$ cat config.mk
export PLATFORM = sky130hd
export DESIGN_NAME = fwd_hazard_ctrl
export DESIGN_NICKNAME = d
export VERILOG_FILES = /design/src/rtl/pipe_ctrl_pkg.sv /design/src/rtl/fwd_hazard_ctrl_fwd_sel.sv /design/src/rtl/fwd_hazard_ctrl.sv
export SDC_FILE = /design/constraint.sdc
export NUM_CORES = 1
export LEC_CHECK = 0
export CORE_MARGIN = 4
export CORE_UTILIZATION = 35
export CTS_CLUSTER_SIZE = 40
export DETAILED_ROUTE_END_ITERATION = 8
export PLACE_DENSITY_LB_ADDON = 0.12
export SYNTH_ARGS = -nofsm -noshare
export SYNTH_HDL_FRONTEND = slang
export SYNTH_SLANG_ARGS = --single-unit
export TNS_END_PERCENT = 1
$ cat constraint.sdc
create_clock -name clk_i -period 2 [get_ports clk_i]
set_input_delay 0.2 -clock clk_i [delete_from_list [all_inputs] [get_ports clk_i]]
set_output_delay 0.2 -clock clk_i [all_outputs]
set_load 0.02 [all_outputs]
$ cat src/rtl/pipe_ctrl_pkg.sv
// Shared types and constants for the pipeline forwarding/hazard control slice.
package pipe_ctrl_pkg;

    localparam int REG_AW = 5;

    localparam logic [1:0] FWD_RF  = 2'b00;
    localparam logic [1:0] FWD_WB  = 2'b01;
    localparam logic [1:0] FWD_MEM = 2'b10;

    typedef struct packed {
        logic              valid;
        logic [REG_AW-1:0] rd;
        logic              regwrite;
        logic              memread;
    } stage_rec_t;

endpackage

$ cat src/rtl/fwd_hazard_ctrl_fwd_sel.sv
// Priority compare of one source register against the two producers that will
// sit in MEM and WB next cycle; the newer (EX) producer wins.
module fwd_sel
    import pipe_ctrl_pkg::*;
#(
    parameter int AW = 5
) (
    input  logic [AW-1:0] src_i,
    input  logic          use_i,
    input  logic          ex_valid_i,
    input  logic          ex_regwrite_i,
    input  logic [AW-1:0] ex_rd_i,
    input  logic          mem_valid_i,
    input  logic          mem_regwrite_i,
    input  logic [AW-1:0] mem_rd_i,
    output logic [1:0]    sel_o
);

    logic ex_hit;
    logic mem_hit;

    always_comb begin
        ex_hit  = use_i && ex_valid_i && ex_regwrite_i
                  && (ex_rd_i != {AW{1'b0}}) && (ex_rd_i == src_i);
        mem_hit = use_i && mem_valid_i && mem_regwrite_i
                  && (mem_rd_i != {AW{1'b0}}) && (mem_rd_i == src_i);
        if (ex_hit) begin
            sel_o = FWD_MEM;
        end else if (mem_hit) begin
            sel_o = FWD_WB;
        end else begin
            sel_o = FWD_RF;
        end
    end

endmodule

$ cat src/rtl/fwd_hazard_ctrl.sv
// EX-stage forwarding select generation, load-use stall detection and flush
// handling for the 5-stage core; stage records advance every cycle.
module fwd_hazard_ctrl
    import pipe_ctrl_pkg::*;
#(
    parameter int REG_AW = 5,
    parameter int CNT_W  = 32
) (
    input  logic              clk_i,
    input  logic              rst_i,
    input  logic              id_valid_i,
    input  logic [REG_AW-1:0] id_rs1_i,
    input  logic [REG_AW-1:0] id_rs2_i,
    input  logic              id_use_rs1_i,
    input  logic              id_use_rs2_i,
    input  logic [REG_AW-1:0] id_rd_i,
    input  logic              id_regwrite_i,
    input  logic              id_memread_i,
    input  logic              flush_i,
    output logic [1:0]        fwd_a_o,
    output logic [1:0]        fwd_b_o,
    output logic              stall_o,
    output logic              ex_bubble_o,
    output logic [CNT_W-1:0]  stall_cnt_o
);

    // Record rd width comes from the package; REG_AW is expected to match it.
    stage_rec_t       ex_q, ex_d;
    stage_rec_t       mem_q, mem_d;
    stage_rec_t       wb_q, wb_d;
    logic [1:0]       fwd_a_q, fwd_a_d;
    logic [1:0]       fwd_b_q, fwd_b_d;
    logic             ex_bubble_q, ex_bubble_d;
    logic [CNT_W-1:0] stall_cnt_q, stall_cnt_d;
    logic [1:0]       sel_a;
    logic [1:0]       sel_b;
    logic             bubble_in;
    logic             rec_unused;

    fwd_sel #(.AW(REG_AW)) u_fwd_a (
        .src_i          (id_rs1_i),
        .use_i          (id_use_rs1_i),
        .ex_valid_i     (ex_q.valid),
        .ex_regwrite_i  (ex_q.regwrite),
        .ex_rd_i        (ex_q.rd),
        .mem_valid_i    (mem_q.valid),
        .mem_regwrite_i (mem_q.regwrite),
        .mem_rd_i       (mem_q.rd),
        .sel_o          (sel_a)
    );

    fwd_sel #(.AW(REG_AW)) u_fwd_b (
        .src_i          (id_rs2_i),
        .use_i          (id_use_rs2_i),
        .ex_valid_i     (ex_q.valid),
        .ex_regwrite_i  (ex_q.regwrite),
        .ex_rd_i        (ex_q.rd),
        .mem_valid_i    (mem_q.valid),
        .mem_regwrite_i (mem_q.regwrite),
        .mem_rd_i       (mem_q.rd),
        .sel_o          (sel_b)
    );

    // Hazard detection and next-state for the advancing stage records.
    always_comb begin
        stall_o = id_valid_i && ex_q.valid && ex_q.memread && ex_q.regwrite
                  && (ex_q.rd != {REG_AW{1'b0}})
                  && ((id_use_rs1_i && (id_rs1_i == ex_q.rd))
                      || (id_use_rs2_i && (id_rs2_i == ex_q.rd)))
                  && !flush_i;
        bubble_in = flush_i || stall_o || !id_valid_i;

        wb_d  = mem_q;
        mem_d = ex_q;
        if (bubble_in) begin
            ex_d    = '0;
            fwd_a_d = FWD_RF;
            fwd_b_d = FWD_RF;
        end else begin
            ex_d.valid    = 1'b1;
            ex_d.rd       = id_rd_i;
            ex_d.regwrite = id_regwrite_i;
            ex_d.memread  = id_memread_i;
            fwd_a_d       = sel_a;
            fwd_b_d       = sel_b;
        end
        ex_bubble_d = bubble_in;

        if (stall_o) begin
            stall_cnt_d = stall_cnt_q + {{(CNT_W-1){1'b0}}, 1'b1};
        end else begin
            stall_cnt_d = stall_cnt_q;
        end

        // WB and the MEM load flag are tracked for completeness only.
        rec_unused = ^{wb_q, mem_q.memread};
    end

    // Pipeline state registers with synchronous reset.
    always_ff @(posedge clk_i) begin
        if (rst_i) begin
            ex_q        <= '0;
            mem_q       <= '0;
            wb_q        <= '0;
            fwd_a_q     <= FWD_RF;
            fwd_b_q     <= FWD_RF;
            ex_bubble_q <= 1'b1;
            stall_cnt_q <= {CNT_W{1'b0}};
        end else begin
            ex_q        <= ex_d;
            mem_q       <= mem_d;
            wb_q        <= wb_d;
            fwd_a_q     <= fwd_a_d;
            fwd_b_q     <= fwd_b_d;
            ex_bubble_q <= ex_bubble_d;
            stall_cnt_q <= stall_cnt_d;
        end
    end

    assign fwd_a_o     = fwd_a_q;
    assign fwd_b_o     = fwd_b_q;
    assign ex_bubble_o = ex_bubble_q;
    assign stall_cnt_o = stall_cnt_q;

endmodule

## After elaboration in Yosys (flattened, before gate mapping)

Index checks and enable logic that the tools add are counted.

- Add/subtract/negate cells: 1
- $lt $le $gt $ge: 0
- Equality and inequality tests: 6
- Multipliers: 0
- Shifts and indexed selects: 0
- Divide/modulo/power cells: 0
- Reductions and logical operators: 34
- Bitwise gates (word level): 0
- Mux-type cells: 5

Operators by type and width:

| kind | number |
|---|---|
| adder 32 x 1 -> 32 bit, second input constant | 1 |
| equality test 5 bit | 6 |
| logical AND 1 bit | 24 |
| nonzero test 5 bit | 2 |
| two-way mux 8 bit | 1 |
| OR reduction 3 bit | 2 |
| two-way mux 2 bit | 2 |
| logical OR 1 bit | 3 |
| logical NOT 1 bit | 2 |
| two-way mux 1 bit | 2 |
| OR reduction 2 bit | 1 |

- Output and inout port bits: 38
- Input port bits: 23
- Memories: 0
- RAM bits: 0
- Memory bits (read-only): 0
- Word-level logic and storage cells: 59
- Bits in registers: 52
- Bits in latches: 0

## Longest topological paths before layout

Gate-level depths: netlist of run 1.

- Depth in word-level cells: 9
- Gate-level depth with buffers: 8
- Depth with buffers taken out: 7

## Hierarchy

A second synthesis of run 1 with hierarchy kept.

- Cell total of the unflattened synthesis: 300
- Area, all modules: 2,621.3 um2

By module, submodules not included:

| module | times used | cells an instance | area an instance (um2) |
|---|---|---|---|
| fwd_hazard_ctrl | 1 | 258 | 2,301.0 |
| fwd_sel | 2 | 21 | 160.2 |

## Worst setup path before layout of run 1

Ideal clock, no wire load.

- Kind: register -> register
- Start: register stall_cnt_q[9], in the netlist stall_cnt_o[9]
- End: register stall_cnt_q[31], in the netlist stall_cnt_o[31]
- Path slack: -18 ps
- Setup time: 70 ps
- Data required time: 1,930 ps
- Arrival: 1,948 ps
- Cell stages (with the launch flop): 8
- Clock period less this slack: 2,018 ps
- Path through: dfxtp_1 > and4_1 > and4_1 > and3_1 > o2111ai_1 > buf_4 > or3_1 > a21oi_1

- Cells in the longest elaborated chain, start to end: 1

RTL lines:

| element | line | text |
|---|---|---|
| start, declared | fwd_hazard_ctrl.sv:34 | `logic [CNT_W-1:0] stall_cnt_q, stall_cnt_d;` |
| start signal, assigned | fwd_hazard_ctrl.sv:108 | `stall_cnt_q <= {CNT_W{1'b0}};` |
| start signal, assigned | fwd_hazard_ctrl.sv:116 | `stall_cnt_q <= stall_cnt_d;` |
| adder 32 x 1 -> 32 bit | fwd_hazard_ctrl.sv:90 | `stall_cnt_d = stall_cnt_q + {{(CNT_W-1){1'b0}}, 1'b1};` |

No other way between the ends.
A chain may end at the register's enable or synchronous reset.

## Final worst setup path of run 1

- Start: register ex_q[3] (netlist bit)
- End: register stall_cnt_q[2], in the netlist stall_cnt_o[2]

- Cells in the longest elaborated chain, start to end: 5
- Elaborated cells between the ends (all ways): 9

RTL lines:

| element | line | text |
|---|---|---|
| start, declared | fwd_hazard_ctrl.sv:28 | `stage_rec_t ex_q, ex_d;` |
| start signal, assigned | fwd_hazard_ctrl.sv:102 | `ex_q <= '0;` |
| start signal, assigned | fwd_hazard_ctrl.sv:110 | `ex_q <= ex_d;` |
| equality test 5 bit (on tied branches) | fwd_hazard_ctrl.sv:68, fwd_hazard_ctrl.sv:69 |  |
| logical AND 1 bit (on tied branches) | fwd_hazard_ctrl.sv:68, fwd_hazard_ctrl.sv:69 |  |
| logical OR 1 bit | fwd_hazard_ctrl.sv:69 | `\|\| (id_use_rs2_i && (id_rs2_i == ex_q.rd)))` |
| logical AND 1 bit * | fwd_hazard_ctrl.sv:68 | `&& ((id_use_rs1_i && (id_rs1_i == ex_q.rd))` |
| logical AND 1 bit * | fwd_hazard_ctrl.sv:70 | `&& !flush_i;` |

Mark *: on every way between the ends. The rest lies on a longest branch, timed or not.

==> summary.md, run 1 <==
| Metric | Value |
|---|---|
| Result of the run | `finished with violations` |
| Failing checks | `setup timing` |
| Reg2reg end | `stall_cnt_o[2]` |
| Met1 Use GR | `0.190` |
| Least-Margin Pin Slew | `0.407 ns` |
| Drt first pass iters | `5` |
| # rows | `29` |
| DR vias/cell | `5.06` |
| Final-report setup violation count | `23` |
| GRT Util Overall | `0.143` |
| CTS tree | `yes` |
| Global-route wire length before repair | `9740 µm` |
| Arr. time, crit path | `2.26 ns` |
| FF/Latch Area | `1060 µm²` |
| Post-route design area | `3460 µm²` |
| Final wirelength | `5760 µm` |
| Clock Path Buffers | `2` |
| Drt wl/cell | `13.5 µm` |
| Die H | `90.3 µm` |
| Ant. Diodes | `0` |
| HP Start | `id_rd_i[1]` |
| Area of the multi-input gates | `1280 µm²` |
| Period utilization | `1.04` |
| Starting density of the core | `0.367` |
| Total Power | `2.03 mW` |
| Element type at the critical path end | `flip-flop` |
| Routability cong. | `0.814` |
| Vias in the first global route | `2,067` |
| TritonCTS Buffers | `5` |
| Clock Tree Root | `clkbuf_8` |
| Worst-path cell chain | `or3_1, o311a_1, and4b_1, buf_6, buf_4, o211ai_1, buf_4, xor2_1, nor2_1` |
| Number of synthesized flops with an enable pin | `0` |
| Share of layout cells above drive strength 1 | `0.186` |
| Ys async rst share | `0` |
| TritonCTS Sinks | `52` |
| Fin nets | `372` |
| GRT busiest layer | `met2` |
| Synth warn | `0` |
| Fin worst setup slack | `-0.0725 ns` |
| Relative slew slack | `0.729` |
| # DRC | `0` |
| Antenna viol nets, final | `0` |
| Slowest-stage cell, CP | `or3_1` |
| Pwr dens | `587 nW/µm²` |
| Worst reg2reg setup slack | `-0.07 ns` |
| Max Clock Skew | `0.00966 ns` |
| Mapped Cells | `256` |
| Met3 usage in global routing | `0.0350` |
| FMAX | `483 MHz` |
| Fillers | `649` |
| Period minus WS final | `2.07 ns` |
| Crit path required time | `2.19 ns` |
| Final core utilization | `0.536` |
| Crit path launch type | `flip-flop` |
| Largest net degree at the start of global routing | `40` |
| DRT iter0 DRCs | `85` |
| Worst IR Drop VDD | `312 µV` |
| Hold depth | `2` |
| GR Layer Usage met2 | `0.231` |
| Clk_lat worst skew | `0.31 ns` |
| Vias post-DR | `2,156` |
| Max Cap Viol | `0` |
| Chip Width | `90.3 µm` |
| Seq/Total Area, Yosys | `0.440` |
| Most used cell along the critical path | `buf_4` |
| Unrepaired setup endpoints after global routing | `true` |
| Post-DP Area | `3240 µm²` |
| Net Count, Synth | `280` |
| Die ar. | `8150 µm²` |
| I/O pin cnt | `61` |
| P_leak | `1.31 nW` |
| Predominant post-synthesis flop cell | `dfxtp_1` |
| Setup CP Type | `flip-flop to flip-flop` |
| R2r worst-path depth | `9` |
| Worst Hold Class | `input port to flip-flop` |
| Mean area per synthesized cell | `9.25 µm²` |
| Max incr delay on CP | `0.36 ns` |
| Core box area | `6460 µm²` |
| Area of the mapped netlist | `2370 µm²` |
| Max Slew Vio Count | `0` |
| Yosys cell types | `37` |
| Hold endpoint | `ex_q[3]` |
| FF-to-FF Start | `ex_q[3]` |
| Port bufs | `60` |
| Max Fanout on Critical Path | `4` |
| Antenna violations before repair | `0` |
| Final hold viol count | `0` |
| Total grt overflow | `0` |
| Area Growth Syn to Fin | `46.2%` |
| CTS clock-pin slew for the worst setup and hold paths | `0.10 ns` |
| Htree depth | `2` |
| Yosys reg bits | `52` |
| Setup Total Neg Slack | `-0.821 ns` |
| DP Wirelength | `4270 µm` |
-- through the flow --
step | worst slack [ns] | cells | hold WS, ns
4_1_cts | -0.0899 | 422 | 0.427
2_1_floorplan | 0.0104 | 256 | 0.322
3_5_place_dp | -0.430 | 414 | 0.450
5_1_grt | -0.191 | 426 | 0.436
3_3_place_gp | -0.409 | 414 | 0.447
6_report | -0.0725 | 426 | 0.439
-- where the power goes --
part / switching [mW] / total, mW / internal [mW]
combinational: 0.0494 / 0.126 / 0.0762
sequential: 0.00626 / 1.05 / 1.04
clock: 0.358 / 0.862 / 0.504
-- logic make-up (layout without fill, tap and decap cells) --
| group | after synthesis | in the layout | share of synthesized area |
|---|---|---|---|
| AO/OA/AOI/OAI | 51 | 51 | 0.145 |
| flip-flops | 52 | 52 | 0.440 |
| XOR/XNOR | 36 | 36 | 0.133 |
| buffers and inverters | 16 | 109 | 0.0370 |
| AND/OR/NAND/NOR | 100 | 100 | 0.240 |
| adder cells (fa/ha/maj) | 1 | 1 | 0.00528 |
-- timing repair --
item / in CTS / in global routing
cloned: 0 / 1
setup endpoints to repair: 30 / 43
setup buffers: 0 / 3
gates resized for setup: 13 / 11
hold buffers: 0 / 0
hold endpoints to repair: 0 / 0
pin swaps: 4 / 9
-- layout by cell type, fill, tap and decap left out, types with 4 or more instances in the layout --
cell type,n
xnor2_1,5
clkbuf_8,5
nor2b_1,7
xor2_1,31
and3_1,5
nand3_1,6
nor2_1,18
a21oi_1,15
nand4_1,4
and2_1,10
or3_1,12
buf_4,35
nand2_1,12
o21ai_0,12
and4_1,6
o2111ai_1,12
dfxtp_1,46
clkdlybuf4s50_1,59
nor4_1,4
-- worst max-delay path by stage --
stage                         startpoint              end  cells after the start
after global routing             ex_q[6]   stall_cnt_o[3]                      7
after floorplan           stall_cnt_o[2]  stall_cnt_o[31]                      7
after CTS                        ex_q[3]          stall_o                      6
final                            ex_q[3]   stall_cnt_o[2]                      9
after detailed placement     id_rs2_i[3]  stall_cnt_o[28]                      8
after global placement       id_rs2_i[3]  stall_cnt_o[28]                      8
-- state kept, by name, indices dropped and copies added, names as in the netlist --
register	count
mem_q	7
stall_cnt_o	32
fwd_b_o	2
fwd_a_o	2
ex_q	8
ex_bubble_o	1
-- routing by layer --
metal | routed length (µm) | up-vias | part of all wire
met3 | 247 | 5 | 0.043
li1 | - | 1105 | -
met4 | 61 | 0 | 0.011
met5 | 0 | - | 0
met1 | 2750 | 1002 | 0.48
met2 | 2700 | 44 | 0.47
-- final cells by class --
| type | count | area share |
|---|---|---|
| Clock inverter | 3 | 0.0199 |
| Inverter | 4 | 0.00434 |
| Timing Repair Buffer | 97 | 0.254 |
| Clock buffer | 5 | 0.0199 |
| Sequential cell | 52 | 0.305 |
| Multi-Input combinational cell | 188 | 0.369 |
| Tap cell | 77 | 0.0278 |
-- critical path, delay by kind of cell (launching register included) --
kind / cells / cell delay [ns]
XOR/XNOR: 1 / 0.14
AO/OA/AOI/OAI: 2 / 0.43
buffers and inverters: 3 / 0.41
flip-flops: 1 / 0.35
AND/OR/NAND/NOR: 3 / 0.63
-- cells in the mapped netlist (2+ instances only) --
cell type | count | area, µm²
dfxtp_1 | 52 | 1040
xor2_1 | 31 | 272
nor2_1 | 19 | 71.3
a21oi_1 | 16 | 80.1
o2111ai_1 | 13 | 114
nand2_1 | 12 | 45.0
o21ai_0 | 12 | 60.1
or3_1 | 12 | 75.1
and2_1 | 10 | 62.6
and3_1 | 8 | 50.1
nor2b_1 | 7 | 43.8
and4_1 | 6 | 52.6
clkbuf_1 | 6 | 22.5
nand3_1 | 6 | 30.0
xnor2_1 | 5 | 43.8
nand4_1 | 4 | 25.0
nor4_1 | 4 | 25.0
buf_4 | 3 | 22.5
inv_1 | 3 | 11.3
o211ai_1 | 3 | 22.5
or4_1 | 3 | 22.5
buf_6 | 2 | 22.5
nor2_2 | 2 | 12.5
nor3_1 | 2 | 10.0
o31ai_1 | 2 | 15.0
or4b_1 | 2 | 20.0
No activity file was read; power rests on OpenSTA's default activity.
==> run 2: changes to the inputs <==
--- a/config.mk
+++ b/config.mk
@@ -5,6 +5,7 @@
 export SDC_FILE = /design/constraint.sdc
 export NUM_CORES = 1
 export LEC_CHECK = 0
+export CAP_MARGIN = 10
 export CORE_MARGIN = 4
 export CORE_UTILIZATION = 35
 export CTS_CLUSTER_SIZE = 40
==> results of run 2 <==
The final DEF is identical to that of run 1; final timing and power are the same.
==> run 3: changes to the inputs <==
--- a/config.mk
+++ b/config.mk
@@ -6,12 +6,13 @@
 export NUM_CORES = 1
 export LEC_CHECK = 0
 export CAP_MARGIN = 10
-export CORE_MARGIN = 4
+export CORE_MARGIN = 3
 export CORE_UTILIZATION = 35
 export CTS_CLUSTER_SIZE = 40
 export DETAILED_ROUTE_END_ITERATION = 8
 export PLACE_DENSITY_LB_ADDON = 0.12
 export SYNTH_ARGS = -nofsm -noshare
 export SYNTH_HDL_FRONTEND = slang
+export SYNTH_HIERARCHICAL = 1
 export SYNTH_SLANG_ARGS = --single-unit
 export TNS_END_PERCENT = 1
==> run 3 against run 2 <==
Effect of this change: the run still ends with setup timing left; largest power group unchanged; clock skew about the same; combinational power up 74%; synthesized cell count up 17%.
==> summary.md, run 3 <==
| Metric | Value |
|---|---|
| Result of the run | `finished with violations` |
| Failing checks | `setup timing` |
| Max FFs per register | `32 (unchanged)` |
| Fillers | `651 (+0.31%)` |
| Max Slew Vio Count | `0 (unchanged)` |
| Fin nets | `437 (+17%)` |
| Worst Hold Class | `input port to flip-flop` |
| Main combinational cell family by area after synthesis | `simple AND/OR/NAND/NOR gates` |
| Most numerous cell in the Yosys netlist | `dfxtp_1` |
| Met1 Use GR | `0.237 (+0.0474)` |
| Post-synth top area share | `0.397 (-0.0424)` |
| Mean area per synthesized cell | `8.74 µm² (-5.6%)` |
| Yosys cell types | `37 (unchanged)` |
| Arr. time, crit path | `1.93 ns (-0.33 ns)` |
| XOR/XNOR share of the synthesized area | `0.100 (-0.0329)` |
| Hold Buf Count CTS | `0 (unchanged)` |
| Element type at the critical path end | `output port` |
| Largest net degree at the start of global routing | `51 (+28%)` |
| Clock Tree Root | `clkbuf_8` |
| Antenna viol nets, final | `0 (unchanged)` |
| Max incr delay on CP | `0.47 ns (+0.11 ns)` |
| Period minus WS final | `2.13 ns (+0.0569 ns)` |
| Die ar. | `8560 µm² (+5.1%)` |
| Port bufs | `60 (unchanged)` |
| Most used cell along the critical path | `buf_4` |
| Slowest-stage cell, CP | `a32oi_4` |
| Met3 usage in global routing | `0.0431 (+0.00805)` |
| Final-report setup violation count | `42 (+83%)` |
| Crit path launch type | `flip-flop` |
| Ys async rst share | `0 (unchanged)` |
| Worst-path cell chain | `buf_4, xor2_1, nor4_1, buf_4, a32oi_4, nor2_2, buf_2` |
| Yosys reg bits | `52 (unchanged)` |
| Drt first pass iters | `4 (-1)` |
| Vias post-DR | `2,782 (+29%)` |
| Synth Area in Adders | `0.00477 (-0.000509)` |
| Global-route wire length before repair | `11,900 µm (+23%)` |
| Max Cap Viol | `0 (unchanged)` |
| Core box area | `7020 µm² (+8.7%)` |
| Final hold viol count | `0 (unchanged)` |
| I/O pin cnt | `61 (unchanged)` |
| Worst reg2reg setup slack | `-0.12 ns (-0.05 ns)` |
| Number of synthesized flops with an enable pin | `0 (unchanged)` |
| Clk_lat worst skew | `0.31 ns (about the same)` |
| Synth area leader | `dfxtp_1` |
| P_leak | `1.40 nW (+7.0%)` |
| Commonest cells in the synthesized netlist | `dfxtp_1 (52), a21oi_1 (30), or4_1 (27)` |
| Area of the mapped netlist | `2620 µm² (+11%)` |
| Area Growth Syn to Fin | `60.2%` |
| Mux cell area share after synthesis | `0.00811 (+0.00811)` |
| # rows | `30 (+3.4%)` |
| Antenna violations before repair | `0 (unchanged)` |
| FMAX | `470 MHz (-2.7%)` |
| Share of layout cells above drive strength 1 | `0.336 (+0.150)` |
| Ant. Diodes | `0 (unchanged)` |
| Final core utilization | `0.598 (+0.0622)` |
| Htree depth | `2 (unchanged)` |
| Routability cong. | `0.823 (+1.1%)` |
| Total Power | `1.88 mW (-7.5%)` |
| Least-Margin Pin Slew | `0.587 ns (+0.179 ns)` |
| Net Count, Synth | `324 (+16%)` |
| DR vias/cell | `5.45 (+7.8%)` |
| Vias in the first global route | `2,521 (+22%)` |
| Die H | `92.5 µm (+2.5%)` |
| CTS clock-pin slew for the worst setup and hold paths | `0.09 ns (about the same)` |
| # DRC | `0 (unchanged)` |
| Crit path required time | `1.80 ns (-0.39 ns)` |
| Final wirelength | `7990 µm (+39%)` |
| Most common cell after layout, fill and taps aside | `clkdlybuf4s50_1` |
| Synth Area in Compound Gates | `0.165 (+0.0194)` |
| Chip Width | `92.5 µm (+2.5%)` |
| Area contributors post-synth | `dfxtp_1 (40%), or4_1 (7.7%), xnor2_1 (7.4%)` |
| Mapped Cells | `300 (+17%)` |
| Fin worst setup slack | `-0.129 ns (-0.0569 ns)` |
| Clock Path Buffers | `2 (unchanged)` |
| GR Layer Usage met2 | `0.260 (+0.0296)` |
| Starting density of the core | `0.373 (+0.00672)` |
| Max Clock Skew | `0.00980 ns (+0.000142 ns)` |
| DP Wirelength | `5200 µm (+22%)` |
| Total grt overflow | `0 (unchanged)` |
| Pwr dens | `448 nW/µm² (-24%)` |
| Worst IR Drop VDD | `211 µV (-32%)` |
| Setup CP Type | `flip-flop to output port` |
| Max Fanout on Critical Path | `8 (+4)` |
| DRT iter0 DRCs | `142 (+67%)` |
| Drt wl/cell | `15.7 µm (+16%)` |
| GRT busiest layer | `met2` |
| Seq/Total Area, Yosys | `0.397 (-0.0424)` |
| GRT Util Overall | `0.170 (+0.0278)` |
| Relative slew slack | `0.609 (-0.120)` |
| TritonCTS Sinks | `52 (unchanged)` |
| Synth warn | `6 (+6)` |
| Period utilization | `1.06 (+0.0284)` |
| CTS tree | `yes` |
| Simple-Gate Fraction of Synth Area | `0.288 (+0.0480)` |
| Commonest non-fill, non-tap cells in the layout | `clkdlybuf4s50_1 (59), buf_4 (52), dfxtp_1 (46)` |
| Predominant post-synthesis flop cell | `dfxtp_1` |
| TritonCTS Buffers | `5 (unchanged)` |
| Unrepaired setup endpoints after global routing | `true` |
-- run 3: path summary, 6_finish.rpt --
| path | startpoint | to | cells past startpoint |
|---|---|---|---|
| min reg2reg | stall_cnt_o[31] | stall_cnt_o[31] | 2 |
| max | ex_q[3] | stall_o | 7 |
| min | id_rd_i[0] | ex_q[2] | 2 |
| max reg2reg | ex_q[3] | stall_cnt_o[15] | 8 |
-- run 3: repair_timing --
| action | 4_1_cts | 5_1_grt |
|---|---|---|
| setup buffers | 0 | 3 |
| endpoints found under the setup margin | 44 | 45 |
| gates resized for setup | 15 | 60 |
| pin swaps | 0 | 51 |
| cloned | 0 | 6 |
-- run 3: cells by family (layout without fill, tap and decap cells) --
group,after synthesis,after routing
muxes,2,2
xor gates and xnor gates,30,30
adders and majority gates,1,1
and+or+nand+nor,126,126
buffers and inverters,23,137
DFF,52,52
AOI/OAI and AO/OA,66,66
-- run 3: where the power goes --
part / internal [mW] / switching [mW]
Combinational: 0.124 / 0.0948
Sequential: 1.04 / 0.00871
Clock: 0.277 / 0.338
Total: 1.44 / 0.441
-- run 3: critical path: cells and delay by family, from the launching register on --
kind            cells  cell delay (ns)
compound gates      1             0.47
xor+xnor            1             0.14
buf+inv             3             0.46
flops               1             0.38
simple gates        2             0.17
-- run 3: per-layer routing --
metal  vias up  share of wire
met3        12          0.053
li1       1351              -
met5         -              0
met4         0         0.0088
met1      1349           0.47
met2        70           0.46
-- run 3: final cells by class --
type | instances | area [µm²] | area share
multi-input cells | 225 | 1750 | 0.416
repair buffers | 123 | 1160 | 0.277
flip-flops and latches | 52 | 1060 | 0.251
well taps | 96 | 120 | 0.0286
clock buffers | 6 | 82.6 | 0.0197
inverters | 6 | 22.5 | 0.00536
clock inverters | 2 | 10.0 | 0.00238
-- run 3: per-stage QoR --
stage / instances / hold slack (ns) / setup slack, ns / TNS, ns / area [µm²]
2_1_floorplan: 300 / 0.322 / -0.0700 / -0.214 / 2630
3_3_place_gp: 493 / 0.478 / -0.421 / -16.66 / 3710
3_5_place_dp: 493 / 0.476 / -0.450 / -17.51 / 3710
4_1_cts: 501 / 0.434 / -0.0970 / -2.54 / 3840
5_1_grt: 510 / 0.431 / -0.243 / -8.09 / 4200
6_report: 510 / 0.442 / -0.129 / -2.88 / 4200
